[config.mk]
export PLATFORM = sky130hd
export DESIGN_NAME = execute_mc
export DESIGN_NICKNAME = d
export VERILOG_FILES = /design/src/rtl/execute_mc.sv
export SDC_FILE = /design/constraint.sdc
export NUM_CORES = 1
export LEC_CHECK = 0
export ABC_AREA = 1
export CAP_MARGIN = 20
export CORE_ASPECT_RATIO = 1.2
export CORE_MARGIN = 5
export CORE_UTILIZATION = 29
export DETAILED_ROUTE_END_ITERATION = 10
export GPL_TIMING_DRIVEN = 1
export PLACE_DENSITY = 0.43
export SETUP_SLACK_MARGIN = 0.5
export SLEW_MARGIN = 0
export SYNTH_ARGS = -nofsm -noshare
export SYNTH_HDL_FRONTEND = slang
export SYNTH_SLANG_ARGS = --single-unit
export TNS_END_PERCENT = 10
[constraint.sdc]
create_clock -name em_i_clk -period 6.2 [get_ports em_i_clk]
set_input_delay 1.24 -clock em_i_clk [delete_from_list [all_inputs] [get_ports em_i_clk]]
set_output_delay 1.24 -clock em_i_clk [all_outputs]
set_load 0.05 [all_outputs]
[src/rtl/execute_mc.sv]
// execute_mc: execute stage with single-cycle ALU/branch/HI-LO ops and an iterative
// shift-add multiplier writing HI/LO. Define EXECUTE_MC_DIV_EN to build the restoring divider.
module execute_mc #(
    parameter int DWIDTH   = 32,
    parameter int PC_WIDTH = 32
) (
    input  logic                em_i_clk,
    input  logic                em_i_rst,
    input  logic                em_i_valid,
    output logic                em_o_ready,
    input  logic [3:0]          em_i_op,
    input  logic [DWIDTH-1:0]   em_i_data_rs,
    input  logic [DWIDTH-1:0]   em_i_data_rt,
    input  logic [15:0]         em_i_imm,
    input  logic                em_i_alu_src,
    input  logic [PC_WIDTH-1:0] em_i_pc,
    input  logic                em_i_flush,
    output logic                em_o_valid,
    output logic [DWIDTH-1:0]   em_o_alu_value,
    output logic                em_o_zero,
    output logic                em_o_change_pc,
    output logic [PC_WIDTH-1:0] em_o_alu_pc
);

    typedef enum logic [3:0] {
        OP_ADD, OP_SUB, OP_AND, OP_OR, OP_XOR, OP_SLT, OP_SLTU, OP_MULT,
        OP_MULTU, OP_DIV, OP_DIVU, OP_MFHI, OP_MFLO, OP_BEQ, OP_BNE, OP_NOP
    } op_e;

    typedef enum logic [1:0] {S_IDLE, S_MUL, S_DIV, S_DONE} state_e;

    localparam int            CW        = $clog2(DWIDTH);
    localparam logic [CW-1:0] LAST_ITER = CW'(DWIDTH - 1);

    state_e              r_state, w_state_next;
    logic [CW-1:0]       r_cnt;
    logic [DWIDTH-1:0]   r_hi, r_lo;

    op_e                 w_op;
    logic                w_accept, w_start_mul, w_start_div, w_busy, w_last;
    logic                w_signed_op, w_rs_neg, w_rt_neg, w_taken;
    logic signed [15:0]  w_imm_s;
    logic [DWIDTH-1:0]   w_imm_ext, w_opb, w_diff, w_res, w_rs_mag, w_rt_mag;
    logic [PC_WIDTH-1:0] w_br_off;

    logic [2*DWIDTH-1:0] r_mcand, r_acc, w_acc_next, w_prod;
    logic [DWIDTH-1:0]   r_mplier;
    logic                r_mneg, w_mul_done;

    logic                w_div_done;
    logic [DWIDTH-1:0]   w_div_lo, w_div_hi;

    assign w_op        = op_e'(em_i_op);
    assign w_busy      = (r_state == S_MUL) || (r_state == S_DIV);
    assign em_o_ready  = !em_i_rst && ((r_state == S_IDLE) || (r_state == S_DONE));
    // Flush outranks the handshake: a flushed cycle accepts nothing.
    assign w_accept    = em_i_valid && em_o_ready && !em_i_flush;
    assign w_start_mul = w_accept && ((w_op == OP_MULT) || (w_op == OP_MULTU));
    assign w_last      = (r_cnt == LAST_ITER);

    assign w_imm_s   = em_i_imm;
    assign w_imm_ext = DWIDTH'(w_imm_s);
    assign w_br_off  = PC_WIDTH'(w_imm_s) << 2;
    assign w_opb     = em_i_alu_src ? w_imm_ext : em_i_data_rt;
    assign w_diff    = em_i_data_rs - em_i_data_rt;

    assign w_signed_op = (w_op == OP_MULT) || (w_op == OP_DIV);
    assign w_rs_neg    = w_signed_op && em_i_data_rs[DWIDTH-1];
    assign w_rt_neg    = w_signed_op && em_i_data_rt[DWIDTH-1];
    assign w_rs_mag    = w_rs_neg ? -em_i_data_rs : em_i_data_rs;
    assign w_rt_mag    = w_rt_neg ? -em_i_data_rt : em_i_data_rt;

    // NOTE: every always_comb output gets a default first, so no path can infer a latch.
    always_comb begin
        w_res   = '0;
        w_taken = 1'b0;
        case (w_op)
            OP_ADD:  w_res = em_i_data_rs + w_opb;
            OP_SUB:  w_res = em_i_data_rs - w_opb;
            OP_AND:  w_res = em_i_data_rs & w_opb;
            OP_OR:   w_res = em_i_data_rs | w_opb;
            OP_XOR:  w_res = em_i_data_rs ^ w_opb;
            OP_SLT:  w_res = DWIDTH'($signed(em_i_data_rs) < $signed(w_opb));
            OP_SLTU: w_res = DWIDTH'(em_i_data_rs < w_opb);
            OP_MFHI: w_res = r_hi;
            OP_MFLO: w_res = r_lo;
            OP_BEQ: begin
                w_res   = w_diff;
                w_taken = (w_diff == '0);
            end
            OP_BNE: begin
                w_res   = w_diff;
                w_taken = (w_diff != '0);
            end
            default: w_res = '0;
        endcase
    end

    always_comb begin
        w_state_next = r_state;
        case (r_state)
            S_IDLE, S_DONE: begin
                if (w_start_mul)      w_state_next = S_MUL;
                else if (w_start_div) w_state_next = S_DIV;
                else                  w_state_next = S_IDLE;
            end
            S_MUL, S_DIV: begin
                if (em_i_flush)  w_state_next = S_IDLE;
                else if (w_last) w_state_next = S_DONE;
            end
            default: w_state_next = S_IDLE;
        endcase
    end

    // NOTE: sequential state uses non-blocking assignments so all registers update together.
    always_ff @(posedge em_i_clk or posedge em_i_rst) begin
        if (em_i_rst) begin
            r_state <= S_IDLE;
            r_cnt   <= '0;
        end else begin
            r_state <= w_state_next;
            r_cnt   <= (w_busy && !w_last && !em_i_flush) ? r_cnt + 1'b1 : '0;
        end
    end

    assign w_acc_next = r_mplier[0] ? r_acc + r_mcand : r_acc;
    assign w_prod     = r_mneg ? -w_acc_next : w_acc_next;
    assign w_mul_done = (r_state == S_MUL) && w_last && !em_i_flush;

    // NOTE: iteration registers carry no reset; they are always loaded on start before use.
    always_ff @(posedge em_i_clk) begin
        if (w_start_mul) begin
            r_mcand  <= {{DWIDTH{1'b0}}, w_rs_mag};
            r_mplier <= w_rt_mag;
            r_acc    <= '0;
            r_mneg   <= w_rs_neg ^ w_rt_neg;
        end else if (r_state == S_MUL) begin
            r_acc    <= w_acc_next;
            r_mcand  <= r_mcand << 1;
            r_mplier <= r_mplier >> 1;
        end
    end

`ifdef EXECUTE_MC_DIV_EN
    logic [DWIDTH-1:0] r_quo, r_rem, r_dvsr, r_dvnd;
    logic              r_qneg, r_rneg, r_div_zero, w_ge;
    logic [DWIDTH:0]   w_shift;
    logic [DWIDTH-1:0] w_rem_next, w_quo_next;

    assign w_start_div = w_accept && ((w_op == OP_DIV) || (w_op == OP_DIVU));
    assign w_shift     = {r_rem, r_quo[DWIDTH-1]};
    assign w_ge        = (w_shift >= {1'b0, r_dvsr});
    assign w_rem_next  = w_ge ? (w_shift[DWIDTH-1:0] - r_dvsr) : w_shift[DWIDTH-1:0];
    assign w_quo_next  = {r_quo[DWIDTH-2:0], w_ge};
    assign w_div_done  = (r_state == S_DIV) && w_last && !em_i_flush;
    // A zero divisor bypasses sign correction so LO is all ones and HI the raw dividend.
    assign w_div_lo    = r_div_zero ? '1 : (r_qneg ? -w_quo_next : w_quo_next);
    assign w_div_hi    = r_div_zero ? r_dvnd : (r_rneg ? -w_rem_next : w_rem_next);

    always_ff @(posedge em_i_clk) begin
        if (w_start_div) begin
            r_quo      <= w_rs_mag;
            r_rem      <= '0;
            r_dvsr     <= w_rt_mag;
            r_dvnd     <= em_i_data_rs;
            r_qneg     <= w_rs_neg ^ w_rt_neg;
            r_rneg     <= w_rs_neg;
            r_div_zero <= (em_i_data_rt == '0);
        end else if (r_state == S_DIV) begin
            r_quo <= w_quo_next;
            r_rem <= w_rem_next;
        end
    end
`else
    assign w_start_div = 1'b0;
    assign w_div_done  = 1'b0;
    assign w_div_lo    = '0;
    assign w_div_hi    = '0;
`endif

    always_ff @(posedge em_i_clk or posedge em_i_rst) begin
        if (em_i_rst) begin
            r_hi           <= '0;
            r_lo           <= '0;
            em_o_valid     <= 1'b0;
            em_o_alu_value <= '0;
            em_o_zero      <= 1'b0;
            em_o_change_pc <= 1'b0;
            em_o_alu_pc    <= '0;
        end else begin
            em_o_valid     <= 1'b0;
            em_o_change_pc <= 1'b0;
            if (w_accept && !w_start_mul && !w_start_div) begin
                em_o_valid     <= 1'b1;
                em_o_alu_value <= w_res;
                em_o_zero      <= (w_res == '0);
                em_o_change_pc <= w_taken;
                em_o_alu_pc    <= w_taken ? em_i_pc + w_br_off : '0;
            end else if (w_mul_done) begin
                r_hi           <= w_prod[2*DWIDTH-1:DWIDTH];
                r_lo           <= w_prod[DWIDTH-1:0];
                em_o_valid     <= 1'b1;
                em_o_alu_value <= w_prod[DWIDTH-1:0];
                em_o_zero      <= (w_prod[DWIDTH-1:0] == '0);
                em_o_alu_pc    <= '0;
            end else if (w_div_done) begin
                r_hi           <= w_div_hi;
                r_lo           <= w_div_lo;
                em_o_valid     <= 1'b1;
                em_o_alu_value <= w_div_lo;
                em_o_zero      <= (w_div_lo == '0);
                em_o_alu_pc    <= '0;
            end
        end
    end

endmodule

==> results.cfg <==
[sta]
worst_slew_pin_slew_ps = 981.0
rsz0062_at_grt = no
setup_viol = 0
clock.fmax_mhz = 195.6
min_period_ps = 5112
slew_viol_final = 0
fin_crit_sh_pct = 82.45
setup_tns_ps = 0
hold_viol_final = 0
maxSlewHeadroom_pct = 34.60
skew_ps = 22.91

[global_routing]
track_usage_pct = 29.64
grt_overflow = 0
antenna_found_initial = 18
grt_max_degree = 86
grt_pass1_wl_mm = 252.0
grt_pass1_vias = 35590

[setup_path]
critPathCaptureType = flip-flop
startpoint_type = input pin
crit_type = in -> reg
cpPeakStageDelay_ps = 450
crit_slowest_cell = clkdlybuf4s50_1
cp_max_fo = 17
cp_common_cell = nand2_1
crit_chain = clkdlybuf4s50_1 -> buf_4 -> nand2_1 -> clkinv_1 -> buf_4 -> a21oi_1 -> ha_1 -> inv_1 -> nand2_1 -> nor2_1 -> inv_1 -> nor2_1 -> o21ai_0 -> nand3_1 -> a21oi_1 -> o21ai_0 -> nand2_1 -> nor2_1 -> nand2_1 -> inv_1 -> nand2_1 -> nor2_1 -> nand4_1 -> nand3_1
cp.required_ps = 6760
reg2reg_setup_slack_ps = 1660
arrival_ps = 5670

[power]
peakVddDrop_v = 0.0001621
power_density_nw_per_um2 = 333.5
power.leakage_nw = 19.10

[floorplan]
num_rows = 133
dieWidth_um = 311.9
io_pins = 189
die-area_um2 = 116100
coreArea_um2 = 109200
initial_utilization_pct = 29.05
chipHeight_um = 372.3

[yosys]
synth_cells = 5281
syn-num-nets = 5635
yosysUniqueCellTypes = 60
synth-seq-cells = 299
seq_area_frac_synth_pct = 23.10
synth_warnings = 0
avgSynthCellArea_um2 = 6.006
async_flop_share_pct = 46.15
syn_area_um2 = 31720
ys.flop_type = dfrtp_1
synth_edf_count = 65

[routing]
drcViolationCount = 0
firstDrtPassIters = 6
ant_nets = 0
drt_iter0_markers = 2598
post_drt_via_cell_ratio = 5.129
via_count = 35770
wl_per_cell_um = 25.45
wl_mm = 177.5

[placed_design]
placed_area_um2 = 35940
hpwl_mm = 150.0
place_congestion = 0.9813
port_buffers = 188

[cts]
clockRootBuffer = clkbuf_16
cts_resized = 0
cts_num_sinks = 299
clk_path_buf_depth = 3
clkTransAtPathRegs_ps = 60
cts_setup_buffers = 0
clock_latency_ps = 630
cts_tree = yes
numCtsBuffers = 42
cts_hold_buffers = 0
cts_htree_levels = 2

[layout]
layout-drive-gt1-share_pct = 6.341
post-route-util_pct = 34.18
syn2layout_area_growth_pct = 17.64
layout.nets = 5871
final_cell_area_um2 = 37310
nFillCells = 12430

[run_status]
run_status = completed

[run]
maxCapViolations = 0

[hold_path]
hold_path_class = reg -> reg
-- cell usage after synthesis, drive strengths merged, types with 63 or more instances --
cell / instances / share of area, %
nor2: 454 / 5.8
nand3: 417 / 6.8
clkbuf: 97 / 1.1
nand4: 130 / 2.6
o21ai: 299 / 4.7
inv: 864 / 10
xor2: 97 / 2.7
edfxtp: 65 / 6.2
o22ai: 111 / 2.2
nor3: 63 / 1.1
nand2: 1689 / 20
a21oi: 269 / 4.3
ha: 228 / 9.0
dfxtp: 96 / 6.1
dfrtp: 138 / 11
-- per-stage QoR --
step / power, mW / hold WS (ps) / cells / worst slack (ps)
global route: 13.38 / 490.7 / 6968 / 760.9
finish: 12.44 / 463.4 / 6975 / 1088
detailed placement: 9.905 / 463.1 / 6890 / 450.5
CTS: 12.50 / 470.8 / 6968 / 1104
global placement: 9.917 / 458.6 / 6890 / 376.6
floorplan: 7.355 / 432.0 / 5281 / 1037
-- final cells by class --
cell class | count | area [µm²] | share of cell area (%)
clock buffer | 54 | 1117 | 2.995
sequential | 299 | 7327 | 19.64
antenna | 7 | 17.52 | 0.04695
tap | 1417 | 1773 | 4.752
timing repair buffer | 327 | 2988 | 8.008
clock inverter | 24 | 236.5 | 0.6338
inverter | 875 | 3296 | 8.833
multi-input combinational | 3972 | 20550 | 55.09
-- cell usage in the layout (no fill, tap or decap), types with 15 or more instances in the layout --
master,netlist,routed
a21oi_1,267,267
buf_4,9,134
clkbuf_16,0,43
clkdlybuf4s50_1,0,188
dfrtp_1,138,138
dfxtp_1,96,96
edfxtp_1,65,65
ha_1,228,228
inv_1,843,838
inv_2,21,24
nand2_1,1649,1648
nand2_2,39,39
nand3_1,404,404
nand3b_1,15,15
nand4_1,130,130
nor2_1,423,422
nor2_2,22,22
nor3_1,56,56
o211ai_1,19,19
o21ai_0,273,273
o21ai_1,24,24
o22ai_1,111,111
or2_2,24,24
xnor2_1,17,17
xor2_1,97,97
-- final timing paths --
kind                                   start                  to  cells past startpoint
worst max-delay path            em_i_alu_src           em_o_zero                     24
worst min-delay path                r_cnt[0]            r_cnt[0]                      1
worst max register to register   r_mcand[31]            r_hi[25]                     18
worst min register to register      r_cnt[0]            r_cnt[0]                      1
max in group asynchronous           em_i_rst  em_o_alu_value[26]                      3
min in group asynchronous           em_i_rst          r_state[0]                      2
-- metal layers --
layer  vias up  share of wire, %  GRT usage, %  wire length (µm)
li1      17570                 -             -                 -
met1     16870                39         33.24             69520
met2       956                49         53.66             86880
met3       353               4.2         3.581              7478
met4        20               7.6         18.25             13530
met5         -             0.069             0               122
-- power by group --
part           total (mW)  switching, mW  internal, mW
logic                7.24           5.08          2.17
clock network        2.51           1.10          1.41
registers            2.68          0.287          2.40
-- registers in the layout (all words and copies together) (netlist names), 2 cells and up --
| name | cells |
|---|---|
| r_lo | 32 |
| r_cnt | 5 |
| r_mplier | 32 |
| r_state | 2 |
| em_o_alu_pc | 32 |
| r_hi | 32 |
| r_acc | 64 |
| em_o_alu_value | 32 |
| r_mcand | 64 |
-- kinds of logic after synthesis --
| family | Yosys count | synth area share [%] |
|---|---|---|
| and+or+nand+nor | 2820 | 37.97 |
| buffers and inverters | 1010 | 12.14 |
| AOI/OAI and AO/OA | 805 | 14.33 |
| DFF | 299 | 23.10 |
| adders and majority gates | 233 | 9.310 |
| xor gates and xnor gates | 114 | 3.148 |
-- worst max-delay path, delay by kind of cell --
kind	cells	cell delay (ps)
AND/OR/NAND/NOR	12	1740
buffers and inverters	7	1370
AO/OA/AOI/OAI	4	850
adder cells (fa/ha/maj)	1	440
Power figures use the tool's default switching activity.
